### config.mk
export PLATFORM = sky130hd
export DESIGN_NAME = magnetron_cook_ctrl_flat
export DESIGN_NICKNAME = d
export VERILOG_FILES = /design/src/rtl/magnetron_cook_ctrl_if.sv /design/src/rtl/magnetron_cook_ctrl.sv /design/src/flat_wrapper.sv
export SDC_FILE = /design/constraint.sdc
export NUM_CORES = 1
export LEC_CHECK = 0
export CAP_MARGIN = 20
export CORE_AREA = 3 3 55 108
export DETAILED_ROUTE_END_ITERATION = 8
export DIE_AREA = 0 0 58 111
export PLACE_DENSITY = 0.78
export SYNTH_ARGS = -nofsm -noshare
export SYNTH_HDL_FRONTEND = slang
export SYNTH_SLANG_ARGS = --single-unit
### constraint.sdc
create_clock -name clk -period 2.2 [get_ports clk]
set_clock_uncertainty 0.05 [all_clocks]
set_input_delay 0.44 -clock clk [delete_from_list [all_inputs] [get_ports clk]]
set_output_delay 0.44 -clock clk [all_outputs]
set_load 0.05 [all_outputs]
### src/rtl/magnetron_cook_ctrl_if.sv
// magnetron_cook_ctrl_if: front-panel, door and magnetron-drive signal bundle
interface magnetron_cook_ctrl_if #(
  parameter int TIME_W = 12,
  parameter int PWR_W  = 4
);
  logic              startn;
  logic              stopn;
  logic              clearn;
  logic              door_closed;
  logic              load;
  logic [TIME_W-1:0] set_time;
  logic [PWR_W-1:0]  set_power;
  logic              mag_on;
  logic              cooking;
  logic              paused;
  logic              done;
  logic [TIME_W-1:0] time_left;
  modport master (
    output startn, stopn, clearn, door_closed, load, set_time, set_power,
    input  mag_on, cooking, paused, done, time_left
  );
  modport slave (
    input  startn, stopn, clearn, door_closed, load, set_time, set_power,
    output mag_on, cooking, paused, done, time_left
  );
endinterface

### src/rtl/magnetron_cook_ctrl.sv
// magnetron_cook_ctrl: cook timer, power duty cycle and door interlock for a magnetron
module magnetron_cook_ctrl #(
  parameter int TICK_DIV  = 100,
  parameter int TIME_W    = 12,
  parameter int PWR_STEPS = 10,
  parameter int PWR_W     = 4
) (
  input  logic                  clk,
  input  logic                  rst,
  magnetron_cook_ctrl_if.slave  bus
);
  localparam int PRE_W = $clog2(TICK_DIV);
  // one-hot so each status output is a state flop bit
  typedef enum logic [2:0] {IDLE = 3'b000, COOKING = 3'b001, PAUSED = 3'b010, DONE = 3'b100} state_t;
  state_t            r_state;
  logic [2:0]        r_btn_now;
  logic [2:0]        r_btn_prev;
  logic [TIME_W-1:0] r_time;
  logic [PWR_W-1:0]  r_pwr;
  logic [PRE_W-1:0]  r_pre;
  logic [PWR_W-1:0]  r_win;
  logic [2:0]        w_edge;
  logic              w_start;
  logic              w_stop;
  logic              w_clear;
  logic              w_tick;
  logic [PWR_W-1:0]  w_clamp;
  assign w_edge  = r_btn_prev & ~r_btn_now;
  assign w_start = w_edge[0];
  assign w_stop  = w_edge[1];
  assign w_clear = w_edge[2];
  assign w_tick  = r_pre == PRE_W'(TICK_DIV - 1);
  assign w_clamp = (bus.set_power == '0) ? PWR_W'(1) :
                   (bus.set_power > PWR_W'(PWR_STEPS)) ? PWR_W'(PWR_STEPS) : bus.set_power;
  // button sampling; bit 0 start, bit 1 stop, bit 2 clear
  always_ff @(posedge clk or posedge rst)
    if (rst) begin
      r_btn_now  <= 3'b111;
      r_btn_prev <= 3'b111;
    end else begin
      r_btn_now  <= {bus.clearn, bus.stopn, bus.startn};
      r_btn_prev <= r_btn_now;
    end
  // cook state machine with time, power, prescaler and duty window
  always_ff @(posedge clk or posedge rst)
    if (rst) begin
      r_state <= IDLE;
      r_time  <= '0;
      r_pwr   <= PWR_W'(PWR_STEPS);
      r_pre   <= '0;
      r_win   <= '0;
    end else if (w_clear) begin
      r_state <= IDLE;
      r_time  <= '0;
    end else begin
      case (r_state)
        IDLE: begin
          if (bus.load) begin
            r_time <= bus.set_time;
            r_pwr  <= w_clamp;
          end
          if (w_start && bus.door_closed && r_time != '0) begin
            r_state <= COOKING;
            r_pre   <= '0;
            r_win   <= '0;
          end
        end
        COOKING: begin
          if (!bus.door_closed || w_stop)
            r_state <= PAUSED;
          else begin
            r_pre <= w_tick ? '0 : r_pre + 1'b1;
            if (w_tick) begin
              r_win  <= (r_win == PWR_W'(PWR_STEPS - 1)) ? '0 : r_win + 1'b1;
              r_time <= r_time - 1'b1;
              if (r_time == TIME_W'(1))
                r_state <= DONE;
            end
          end
        end
        PAUSED: begin
          if (w_stop) begin
            r_state <= IDLE;
            r_time  <= '0;
          end else if (w_start && bus.door_closed) begin
            r_state <= COOKING;
            r_pre   <= '0;
            r_win   <= '0;
          end
        end
        DONE: begin
          if (bus.load) begin
            r_time <= bus.set_time;
            r_pwr  <= w_clamp;
          end
          if (bus.load || w_start || w_stop || !bus.door_closed)
            r_state <= IDLE;
        end
        default: r_state <= IDLE;
      endcase
    end
  assign bus.cooking   = r_state[0];
  assign bus.paused    = r_state[1];
  assign bus.done      = r_state[2];
  assign bus.time_left = r_time;
  assign bus.mag_on    = r_state[0] & bus.door_closed & (r_win < r_pwr);
endmodule
### src/flat_wrapper.sv
// flat-port wrapper written by rule: the top's interface ports become plain ports
module magnetron_cook_ctrl_flat 
#(
  parameter int TICK_DIV  = 100,
  parameter int TIME_W    = 12,
  parameter int PWR_STEPS = 10,
  parameter int PWR_W     = 4
)
  (clk, rst, bus_startn, bus_stopn, bus_clearn, bus_door_closed, bus_load, bus_set_time, bus_set_power, bus_mag_on, bus_cooking, bus_paused, bus_done, bus_time_left);
  magnetron_cook_ctrl_if #(.TIME_W(TIME_W), .PWR_W(PWR_W)) bus_i ();
  input  logic clk;
  input  logic rst;
  input wire logic [$bits(bus_i.startn)-1:0] bus_startn;
  input wire logic [$bits(bus_i.stopn)-1:0] bus_stopn;
  input wire logic [$bits(bus_i.clearn)-1:0] bus_clearn;
  input wire logic [$bits(bus_i.door_closed)-1:0] bus_door_closed;
  input wire logic [$bits(bus_i.load)-1:0] bus_load;
  input wire logic [$bits(bus_i.set_time)-1:0] bus_set_time;
  input wire logic [$bits(bus_i.set_power)-1:0] bus_set_power;
  output wire logic [$bits(bus_i.mag_on)-1:0] bus_mag_on;
  output wire logic [$bits(bus_i.cooking)-1:0] bus_cooking;
  output wire logic [$bits(bus_i.paused)-1:0] bus_paused;
  output wire logic [$bits(bus_i.done)-1:0] bus_done;
  output wire logic [$bits(bus_i.time_left)-1:0] bus_time_left;
  assign bus_i.startn = bus_startn;
  assign bus_i.stopn = bus_stopn;
  assign bus_i.clearn = bus_clearn;
  assign bus_i.door_closed = bus_door_closed;
  assign bus_i.load = bus_load;
  assign bus_i.set_time = bus_set_time;
  assign bus_i.set_power = bus_set_power;
  assign bus_mag_on = bus_i.mag_on;
  assign bus_cooking = bus_i.cooking;
  assign bus_paused = bus_i.paused;
  assign bus_done = bus_i.done;
  assign bus_time_left = bus_i.time_left;
  magnetron_cook_ctrl #(.TICK_DIV(TICK_DIV), .TIME_W(TIME_W), .PWR_STEPS(PWR_STEPS), .PWR_W(PWR_W)) u_core (.clk(clk), .rst(rst), .bus(bus_i));
endmodule
==> impl_results.html, run 1 <==
<table>
<tr><th>Metric</th><th>Value</th></tr>
<tr><th colspan="2">Cells and area</th></tr>
<tr><td>Number of diodes</td><td>0</td></tr>
<tr><td>Area delta synth-&gt;final</td><td>31.31%</td></tr>
<tr><td>Most frequent standard cell in the layout excluding fill and tap cells</td><td>clkdlybuf4s50_1</td></tr>
<tr><td>Post-Route Utilization</td><td>58.49%</td></tr>
<tr><td>Post-layout net count</td><td>348</td></tr>
<tr><td>Fraction of layout cells with a size suffix above 1</td><td>21.45%</td></tr>
<tr><td>Number of fillers in the final layout</td><td>472</td></tr>
<tr><td>Commonest non-fill, non-tap cells in the layout</td><td>33 x clkdlybuf4s50_1, 31 x buf_4, 28 x dfrtp_1</td></tr>
<tr><th colspan="2">Timing</th></tr>
<tr><td>Worst-margin pin slew</td><td>0.5093 ns</td></tr>
<tr><td>RSZ-0062 raised after global routing</td><td>true</td></tr>
<tr><td>Worst hold margin</td><td>0.3224 ns</td></tr>
<tr><td>Share of the clock period used by the worst path after layout</td><td>101.1%</td></tr>
<tr><td>Shortest period the worst path allows</td><td>2.224 ns</td></tr>
<tr><td>Number of slew-limit violations in the final report</td><td>0</td></tr>
<tr><td>Final worst-path setup slack</td><td>-0.02401 ns</td></tr>
<tr><td>Number of hold-slack violations in the final timing report</td><td>0</td></tr>
<tr><td>F_max</td><td>0.4496 GHz</td></tr>
<tr><td>Total of endpoints with negative setup slack in the final report</td><td>1</td></tr>
<tr><td>Max-slew headroom at the worst pin</td><td>65.94%</td></tr>
<tr><th colspan="2">Synth</th></tr>
<tr><td>Number of enable-type register cells in the synthesized netlist</td><td>0</td></tr>
<tr><td>Post-synth net total</td><td>286</td></tr>
<tr><td>Async SR Flop Fraction</td><td>100.0%</td></tr>
<tr><td>Yosys warning count</td><td>0</td></tr>
<tr><td>Average cell area after synthesis</td><td>9.093 um^2</td></tr>
<tr><td>Count of distinct cell types in the synthesized netlist</td><td>60</td></tr>
<tr><td>Commonest register cell after synthesis</td><td>dfrtp_1</td></tr>
<tr><td>Top area cells in the synthesized netlist</td><td>dfrtp_1 30%, dfstp_2 9.1%, ha_1 4.9%</td></tr>
<tr><td>Cell taking the most area after synthesis</td><td>dfrtp_1</td></tr>
<tr><td>Flip-flop and latch count after synthesis</td><td>36</td></tr>
<tr><td>Area of the mapped netlist</td><td>2310 um^2</td></tr>
<tr><td>Cells after synthesis</td><td>254</td></tr>
<tr><td>Part of the Yosys area used for sequential elements</td><td>39.44%</td></tr>
<tr><td>Area fraction of the dominant cell type after synthesis</td><td>30.34%</td></tr>
<tr><th colspan="2">Worst setup path</th></tr>
<tr><td>Slowest CP cell</td><td>dfstp_2</td></tr>
<tr><td>Worst Path Max Fanout</td><td>2</td></tr>
<tr><td>Category of the critical setup timing path</td><td>register to primary output</td></tr>
<tr><td>Critical Path End Type</td><td>primary output</td></tr>
<tr><td>Required @ worst endpoint</td><td>1.71 ns</td></tr>
<tr><td>Reg-to-reg critical path endpoint</td><td>u_core.bus.time_left[9]</td></tr>
<tr><td>Flop-to-flop setup slack</td><td>0.15 ns</td></tr>
<tr><td>Cells along the critical path</td><td>inv_2, ha_4, a21oi_2, nor2b_1, o21ai_1, and4b_1, buf_12</td></tr>
<tr><td>Worst R2R Start</td><td>u_core.r_pre[0]</td></tr>
<tr><td>Worst path arrival time</td><td>1.73 ns</td></tr>
<tr><td>Depth of the most critical reg-to-reg path</td><td>6</td></tr>
<tr><td>Maximum single-stage delay on the critical path</td><td>0.53 ns</td></tr>
<tr><td>Kind of start point of the critical path</td><td>register</td></tr>
<tr><th colspan="2">Power</th></tr>
<tr><td>Power share of the combinational group</td><td>60.6%</td></tr>
<tr><td>Power dissipated by switching net loads</td><td>0.001897 W</td></tr>
<tr><td>IR Drop Worst-Case VDD</td><td>0.8236 mV</td></tr>
<tr><td>Part of the power in registers</td><td>28.1%</td></tr>
<tr><td>Power density over the cells</td><td>1321 nW/um^2</td></tr>
<tr><td>Cell Int Power</td><td>0.002110 W</td></tr>
<tr><td>Leak Pwr</td><td>1.286 nW</td></tr>
<tr><td>Total power after layout</td><td>0.004007 W</td></tr>
<tr><td>Share of total power in the clock network</td><td>11.3%</td></tr>
<tr><td>Switching Fraction</td><td>47.34%</td></tr>
<tr><th colspan="2">Floorplanning</th></tr>
<tr><td>Placement Rows</td><td>37</td></tr>
<tr><td>Initial Utilization</td><td>44.55%</td></tr>
<tr><td>Number of primary I/O pins</td><td>39</td></tr>
<tr><td>Die Y</td><td>111 um</td></tr>
<tr><td>Floorplan die area</td><td>6438 um^2</td></tr>
<tr><td>Horizontal extent of the die</td><td>58 um</td></tr>
<tr><td>Placeable Area</td><td>5185 um^2</td></tr>
<tr><th colspan="2">GRT</th></tr>
<tr><td>Met2 usage</td><td>38.22%</td></tr>
<tr><td>GR Overflow Total</td><td>0</td></tr>
<tr><td>Number of antenna violations at the first check in global routing</td><td>0</td></tr>
<tr><td>Global-route met3 utilization</td><td>2.681%</td></tr>
<tr><td>GR Util All Layers</td><td>21.05%</td></tr>
<tr><td>Largest net degree at the start of global routing</td><td>37</td></tr>
<tr><td>Routing layer with the top usage in global route</td><td>met2</td></tr>
<tr><td>GR Util met1</td><td>21.55%</td></tr>
<tr><td>Wire length of the first global-routing pass</td><td>10.56 mm</td></tr>
<tr><td>Vias in the first global route</td><td>2306</td></tr>
<tr><th colspan="2">Place</th></tr>
<tr><td>Final weighted congestion in routability-driven placement</td><td>0.8654</td></tr>
<tr><td>Placed wire-length estimate</td><td>4.898 mm</td></tr>
<tr><td>Placement Setup Slack</td><td>-0.1727 ns</td></tr>
<tr><td>Buffers added on ports</td><td>38</td></tr>
<tr><th colspan="2">Drt</th></tr>
<tr><td>Post-detailed-route via-to-cell ratio</td><td>6.029</td></tr>
<tr><td>Remaining routing DRC violations</td><td>0</td></tr>
<tr><td>Vias after detailed routing</td><td>2261</td></tr>
<tr><td>Number of search-and-repair iterations in the first detailed-routing pass</td><td>4</td></tr>
<tr><td>Number of nets still failing antenna checks after routing</td><td>0</td></tr>
<tr><td>Total Routed Length</td><td>6.318 mm</td></tr>
<tr><td>First-iteration detailed-routing DRC count</td><td>86</td></tr>
<tr><td>Post-detailed-route wirelength per cell</td><td>16.85 um</td></tr>
<tr><th colspan="2">CTS</th></tr>
<tr><td>Deepest level of the CTS H-tree</td><td>2</td></tr>
<tr><td>Clock slew seen by the registers of the worst setup and hold paths</td><td>0.07 ns</td></tr>
<tr><td>CTS tree</td><td>done</td></tr>
<tr><td>Latest clock arrival within the worst-skew pair</td><td>0.29 ns</td></tr>
<tr><td>CTS buffer count</td><td>5</td></tr>
<tr><td>Clock Sink Count</td><td>36</td></tr>
<tr><td>Hold Buf Count CTS</td><td>0</td></tr>
<tr><td>Clock root buffer master</td><td>clkbuf_8</td></tr>
<tr><td>Maximum clock path buffer count</td><td>2</td></tr>
<tr><th colspan="2">Status</th></tr>
<tr><td>Run status</td><td>complete, but fails checks</td></tr>
<tr><td>Violated checks</td><td>negative setup slack</td></tr>
<tr><th colspan="2">Min path</th></tr>
<tr><td>Number of stages on the worst hold path</td><td>0</td></tr>
<tr><td>Critical hold path startpoint</td><td>u_core.r_btn_now[1]</td></tr>
<tr><td>HP Class</td><td>register to register</td></tr>
<tr><td>Hold Path End</td><td>u_core.r_btn_prev[1]</td></tr>
<tr><th colspan="2">Job</th></tr>
<tr><td>Max-cap check violation count</td><td>0</td></tr>
</table>
-- logic make-up after synthesis --
kind of cell	Yosys count	synth area share (%)
simple gates	101	25.51
compound gates	80	23.94
flops	36	39.44
buf+inv	24	4.442
fa+ha+maj	9	4.875
mux	4	1.788
-- metrics by stage --
step | area [um^2] | setup TNS (ns) | cells
final | 3033 | -0.02401 | 375
after global routing | 3033 | -0.1249 | 375
after CTS | 3027 | -0.08769 | 375
after detailed placement | 2914 | -1.076 | 366
after global placement | 2914 | -0.4314 | 366
after floorplan | 2310 | 0 | 254
-- cell type report --
type / count / area [um^2] / area share (%)
Multi-Input combinational cell: 194 / 1324 / 43.65
Sequential cell: 36 / 910.9 / 30.03
Timing Repair Buffer: 66 / 595.6 / 19.64
Clock buffer: 7 / 76.32 / 2.517
Tap cell: 58 / 72.57 / 2.393
Inverter: 13 / 48.80 / 1.609
Clock inverter: 1 / 5.005 / 0.1650
-- worst max path at each step --
stage / startpoint / end / slack (ns) / depth (start not counted)
2_1_floorplan: u_core.r_state[2] / u_core.bus.time_left[11] / 0.02 / 6
3_3_place_gp: bus_door_closed / u_core.bus.time_left[2] / -0.08 / 6
3_5_place_dp: bus_door_closed / u_core.bus.time_left[2] / -0.17 / 6
4_1_cts: u_core.r_pwr[1] / bus_mag_on / -0.09 / 7
5_1_grt: u_core.r_pwr[1] / bus_mag_on / -0.12 / 7
6_report: u_core.r_pwr[1] / bus_mag_on / -0.02 / 7
-- power by group through the flow --
stage	registers, W	clock network [W]	logic, W
finish	0.00112	0.000452	0.00243
global route	0.00116	0.000494	0.00264
CTS	0.00112	0.000465	0.00243
detailed placement	0.00113	0	0.00237
global placement	0.00112	0	0.00234
floorplan	0.00148	0	0.00118
-- registers in the layout (all words and copies together) (netlist names) --
register,count
u_core.r_pre,7
u_core.r_btn_now,3
u_core.r_pwr,4
u_core.r_state,3
u_core.r_win,4
u_core.r_btn_prev,3
u_core.bus.time_left,12
-- worst max-delay path: cells and delay by family (launching register included) --
kind,cells,cell delay [ns]
flip-flops,1,0.53
adder cells (fa/ha/maj),1,0.20
buffers and inverters,2,0.19
AO/OA/AOI/OAI,2,0.22
AND/OR/NAND/NOR,2,0.31
-- synth_stat cells (all sizes together) (4+ instances only) --
| cell type | count |
|---|---|
| dfrtp | 28 |
| o21ai | 21 |
| nor2 | 20 |
| nand2 | 18 |
| a21oi | 14 |
| inv | 13 |
| nand3 | 11 |
| ha | 9 |
| dfstp | 8 |
| a22o | 7 |
| nand2b | 7 |
| nor3 | 7 |
| o31ai | 7 |
| clkbuf | 6 |
| a31oi | 5 |
| and3 | 5 |
| buf | 5 |
| or2 | 5 |
| nor2b | 4 |
| nor4 | 4 |
| or4 | 4 |
-- routing by layer --
layer	vias up	part of all wire, %	routed length (um)
met2	79	54	3436
met5	-	0	0
met4	0	5.4	343
met1	1065	36	2268
met3	29	4.3	269
li1	1088	-	-
-- what timing repair did --
action | 4_1_cts | 5_1_grt
endpoints found under the hold margin | 0 | 0
pin swaps | 4 | 4
gates resized for setup | 5 | 2
setup endpoints to repair | 2 | 5
setup buffers | 1 | 0
Power figures use the tool's default switching activity.
==> inputs of run 2 (changes only) <==
GPL_TIMING_DRIVEN = 0   (was not set)
==> run 2 against run 1 <==
- the run still ends with negative setup slack left
- sequential power grew 4%
- register-to-register slack lost 0.06 ns
- wire length grew 1.8%
- sequential share of layout area shrank 0.11 points
- setup slack lost 0.043 ns
- worst hold slack gained 0.0013 ns
- non-clock buffer count shrank 9
- critical path depth is the same
- cell count shrank 2.4%
- combinational power is essentially flat
- critical path type unchanged
==> impl_results.html, run 2 (synthesis results as in run 1) <==
<table>
<tr><th>Metric</th><th>Value</th></tr>
<tr><th colspan="2">Drt</th></tr>
<tr><td>Post-detailed-route wirelength per cell</td><td>17.57 um</td></tr>
<tr><td>Remaining routing DRC violations</td><td>0</td></tr>
<tr><td>First-iteration detailed-routing DRC count</td><td>156</td></tr>
<tr><td>Total Routed Length</td><td>6.431 mm</td></tr>
<tr><td>Post-detailed-route via-to-cell ratio</td><td>6.262</td></tr>
<tr><td>Number of nets still failing antenna checks after routing</td><td>0</td></tr>
<tr><td>Number of search-and-repair iterations in the first detailed-routing pass</td><td>4</td></tr>
<tr><td>Vias after detailed routing</td><td>2292</td></tr>
<tr><th colspan="2">CTS</th></tr>
<tr><td>Latest clock arrival within the worst-skew pair</td><td>0.30 ns</td></tr>
<tr><td>Clock slew seen by the registers of the worst setup and hold paths</td><td>0.07 ns</td></tr>
<tr><td>CTS buffer count</td><td>5</td></tr>
<tr><td>Deepest level of the CTS H-tree</td><td>2</td></tr>
<tr><td>CTS tree</td><td>done</td></tr>
<tr><td>Hold Buf Count CTS</td><td>0</td></tr>
<tr><td>Maximum clock path buffer count</td><td>2</td></tr>
<tr><td>Clock Sink Count</td><td>36</td></tr>
<tr><td>Clock root buffer master</td><td>clkbuf_8</td></tr>
<tr><th colspan="2">Floorplanning</th></tr>
<tr><td>Number of primary I/O pins</td><td>39</td></tr>
<tr><td>Placeable Area</td><td>5185 um^2</td></tr>
<tr><td>Die Y</td><td>111 um</td></tr>
<tr><td>Placement Rows</td><td>37</td></tr>
<tr><td>Initial Utilization</td><td>44.55%</td></tr>
<tr><td>Horizontal extent of the die</td><td>58 um</td></tr>
<tr><td>Floorplan die area</td><td>6438 um^2</td></tr>
<tr><th colspan="2">Power</th></tr>
<tr><td>Power share of the combinational group</td><td>59.1%</td></tr>
<tr><td>Switching Fraction</td><td>48.56%</td></tr>
<tr><td>Share of total power in the clock network</td><td>12.5%</td></tr>
<tr><td>Power density over the cells</td><td>1345 nW/um^2</td></tr>
<tr><td>IR Drop Worst-Case VDD</td><td>0.8513 mV</td></tr>
<tr><td>Part of the power in registers</td><td>28.5%</td></tr>
<tr><td>Power dissipated by switching net loads</td><td>0.001994 W</td></tr>
<tr><td>Leak Pwr</td><td>1.253 nW</td></tr>
<tr><td>Cell Int Power</td><td>0.002112 W</td></tr>
<tr><th colspan="2">Cells and area</th></tr>
<tr><td>Number of diodes</td><td>0</td></tr>
<tr><td>Number of fillers in the final layout</td><td>463</td></tr>
<tr><td>Area delta synth-&gt;final</td><td>32.18%</td></tr>
<tr><td>Post-layout net count</td><td>339</td></tr>
<tr><td>Most frequent standard cell in the layout excluding fill and tap cells</td><td>clkdlybuf4s50_1</td></tr>
<tr><td>Commonest non-fill, non-tap cells in the layout</td><td>35 x clkdlybuf4s50_1, 26 x dfrtp_1, 19 x nor2_1</td></tr>
<tr><td>Finished Layout Cells</td><td>366</td></tr>
<tr><td>Fraction of layout cells with a size suffix above 1</td><td>21.10%</td></tr>
<tr><td>Max reg flops</td><td>12</td></tr>
<tr><th colspan="2">Timing</th></tr>
<tr><td>Final worst-path setup slack</td><td>-0.06711 ns</td></tr>
<tr><td>Number of slew-limit violations in the final report</td><td>0</td></tr>
<tr><td>Share of the clock period used by the worst path after layout</td><td>103.1%</td></tr>
<tr><td>Number of hold-slack violations in the final timing report</td><td>0</td></tr>
<tr><td>F_max</td><td>0.4411 GHz</td></tr>
<tr><td>Shortest period the worst path allows</td><td>2.267 ns</td></tr>
<tr><td>Worst-margin pin slew</td><td>0.6866 ns</td></tr>
<tr><td>Total of endpoints with negative setup slack in the final report</td><td>1</td></tr>
<tr><td>RSZ-0062 raised after global routing</td><td>true</td></tr>
<tr><td>Max-slew headroom at the worst pin</td><td>54.18%</td></tr>
<tr><td>Setup tns final</td><td>-0.06711 ns</td></tr>
<tr><th colspan="2">GRT</th></tr>
<tr><td>Number of antenna violations at the first check in global routing</td><td>0</td></tr>
<tr><td>Largest net degree at the start of global routing</td><td>23</td></tr>
<tr><td>Wire length of the first global-routing pass</td><td>10.63 mm</td></tr>
<tr><td>Vias in the first global route</td><td>2265</td></tr>
<tr><td>GR Overflow Total</td><td>0</td></tr>
<tr><td>GR Util All Layers</td><td>20.90%</td></tr>
<tr><th colspan="2">Place</th></tr>
<tr><td>Buffers added on ports</td><td>38</td></tr>
<tr><td>Placed wire-length estimate</td><td>4.567 mm</td></tr>
<tr><td>Final weighted congestion in routability-driven placement</td><td>0.8398</td></tr>
<tr><td>Number of placed instances with taps included</td><td>351</td></tr>
<tr><th colspan="2">Worst setup path</th></tr>
<tr><td>Reg-to-reg critical path endpoint</td><td>u_core.r_win[1]</td></tr>
<tr><td>Critical Path End Type</td><td>primary output</td></tr>
<tr><td>Flop-to-flop setup slack</td><td>0.09 ns</td></tr>
<tr><td>Worst path arrival time</td><td>1.78 ns</td></tr>
<tr><td>Worst Path Max Fanout</td><td>2</td></tr>
<tr><td>Worst R2R Start</td><td>u_core.bus.time_left[5]</td></tr>
<tr><td>Kind of start point of the critical path</td><td>register</td></tr>
<tr><td>Required @ worst endpoint</td><td>1.71 ns</td></tr>
<tr><td>Category of the critical setup timing path</td><td>register to primary output</td></tr>
<tr><td>Depth of the most critical reg-to-reg path</td><td>6</td></tr>
<tr><th colspan="2">Min path</th></tr>
<tr><td>HP Class</td><td>register to register</td></tr>
<tr><td>Critical hold path startpoint</td><td>u_core.r_btn_now[1]</td></tr>
<tr><td>Hold Path End</td><td>u_core.r_btn_prev[1]</td></tr>
<tr><td>Number of stages on the worst hold path</td><td>0</td></tr>
<tr><th colspan="2">Job</th></tr>
<tr><td>Max-cap check violation count</td><td>0</td></tr>
<tr><th colspan="2">Status</th></tr>
<tr><td>Violated checks</td><td>negative setup slack</td></tr>
<tr><td>Run status</td><td>complete, but fails checks</td></tr>
</table>
## run 2: worst max-delay path, stage by stage (launching register included)
cell and delay [ns]:
dfstp_2 0.53, inv_2 0.05, ha_4 0.21, a21oi_2 0.12, nor2b_1 0.06, o21ai_1 0.12
and4b_1 0.23, buf_6 0.17
## run 2: routing by layer
metal	GRT usage, %	share of wire [%]	up-vias	wire, um
met1	24.32	36	1126	2330
met4	10.53	2.9	0	187
met3	3.497	6.4	13	409
li1	-	-	1061	-
met2	35.50	54	92	3504
met5	0	0	-	0
## run 2: final cells by class
class,instances,area [um^2],area share [%]
buffer,10,52.55,1.721
timing repair buffer,47,471.7,15.45
clock buffer,6,82.58,2.705
multi-input combinational,194,1401,45.90
inverter,13,48.80,1.598
tap,58,72.57,2.377
clock inverter,2,10.01,0.3279
sequential,36,913.4,29.92
## run 2: how the worst max path moves through the flow
stage | start | to | cells after the start
global placement | bus_door_closed | u_core.r_win[1] | 7
detailed placement | bus_door_closed | u_core.r_win[1] | 7
floorplan | u_core.r_state[2] | u_core.bus.time_left[11] | 6
CTS | u_core.r_pwr[1] | bus_mag_on | 7
finish | u_core.r_pwr[1] | bus_mag_on | 7
global route | u_core.r_pwr[1] | bus_mag_on | 7
## run 2: power by group through the flow
stage,registers [W],logic (W),clock network (W)
global route,0.00120,0.00261,0.000546
detailed placement,0.00116,0.00216,0
CTS,0.00115,0.00221,0.000515
floorplan,0.00148,0.00118,0
global placement,0.00115,0.00212,0
finish,0.00117,0.00243,0.000511
## run 2: stage by stage
stage	setup slack [ns]	power, W	area [um^2]	hold WS [ns]	utilization, %
2_1_floorplan	0.01656	0.002654	2310	0.3079	-
3_3_place_gp	-0.5424	0.003265	2763	0.3116	53.28
3_5_place_dp	-0.5068	0.003315	2790	0.3148	53.81
4_1_cts	-0.08209	0.003878	2919	0.3255	56.30
5_1_grt	-0.1073	0.004359	3053	0.3334	58.88
6_report	-0.06711	0.004106	3053	0.3237	58.88
## run 2: what timing repair did
| item | CTS | global route |
|---|---|---|
| resized for setup | 16 | 22 |
| endpoints found under the setup margin | 15 | 20 |
| buffers inserted | 0 | 8 |
| pin swaps | 1 | 15 |
==> inputs of run 3 (changes only) <==
ABC_CLOCK_PERIOD_IN_PS = 2200   (was not set)
==> results of run 3 <==
No change in the layout: final DEF, timing and power equal those of run 2.
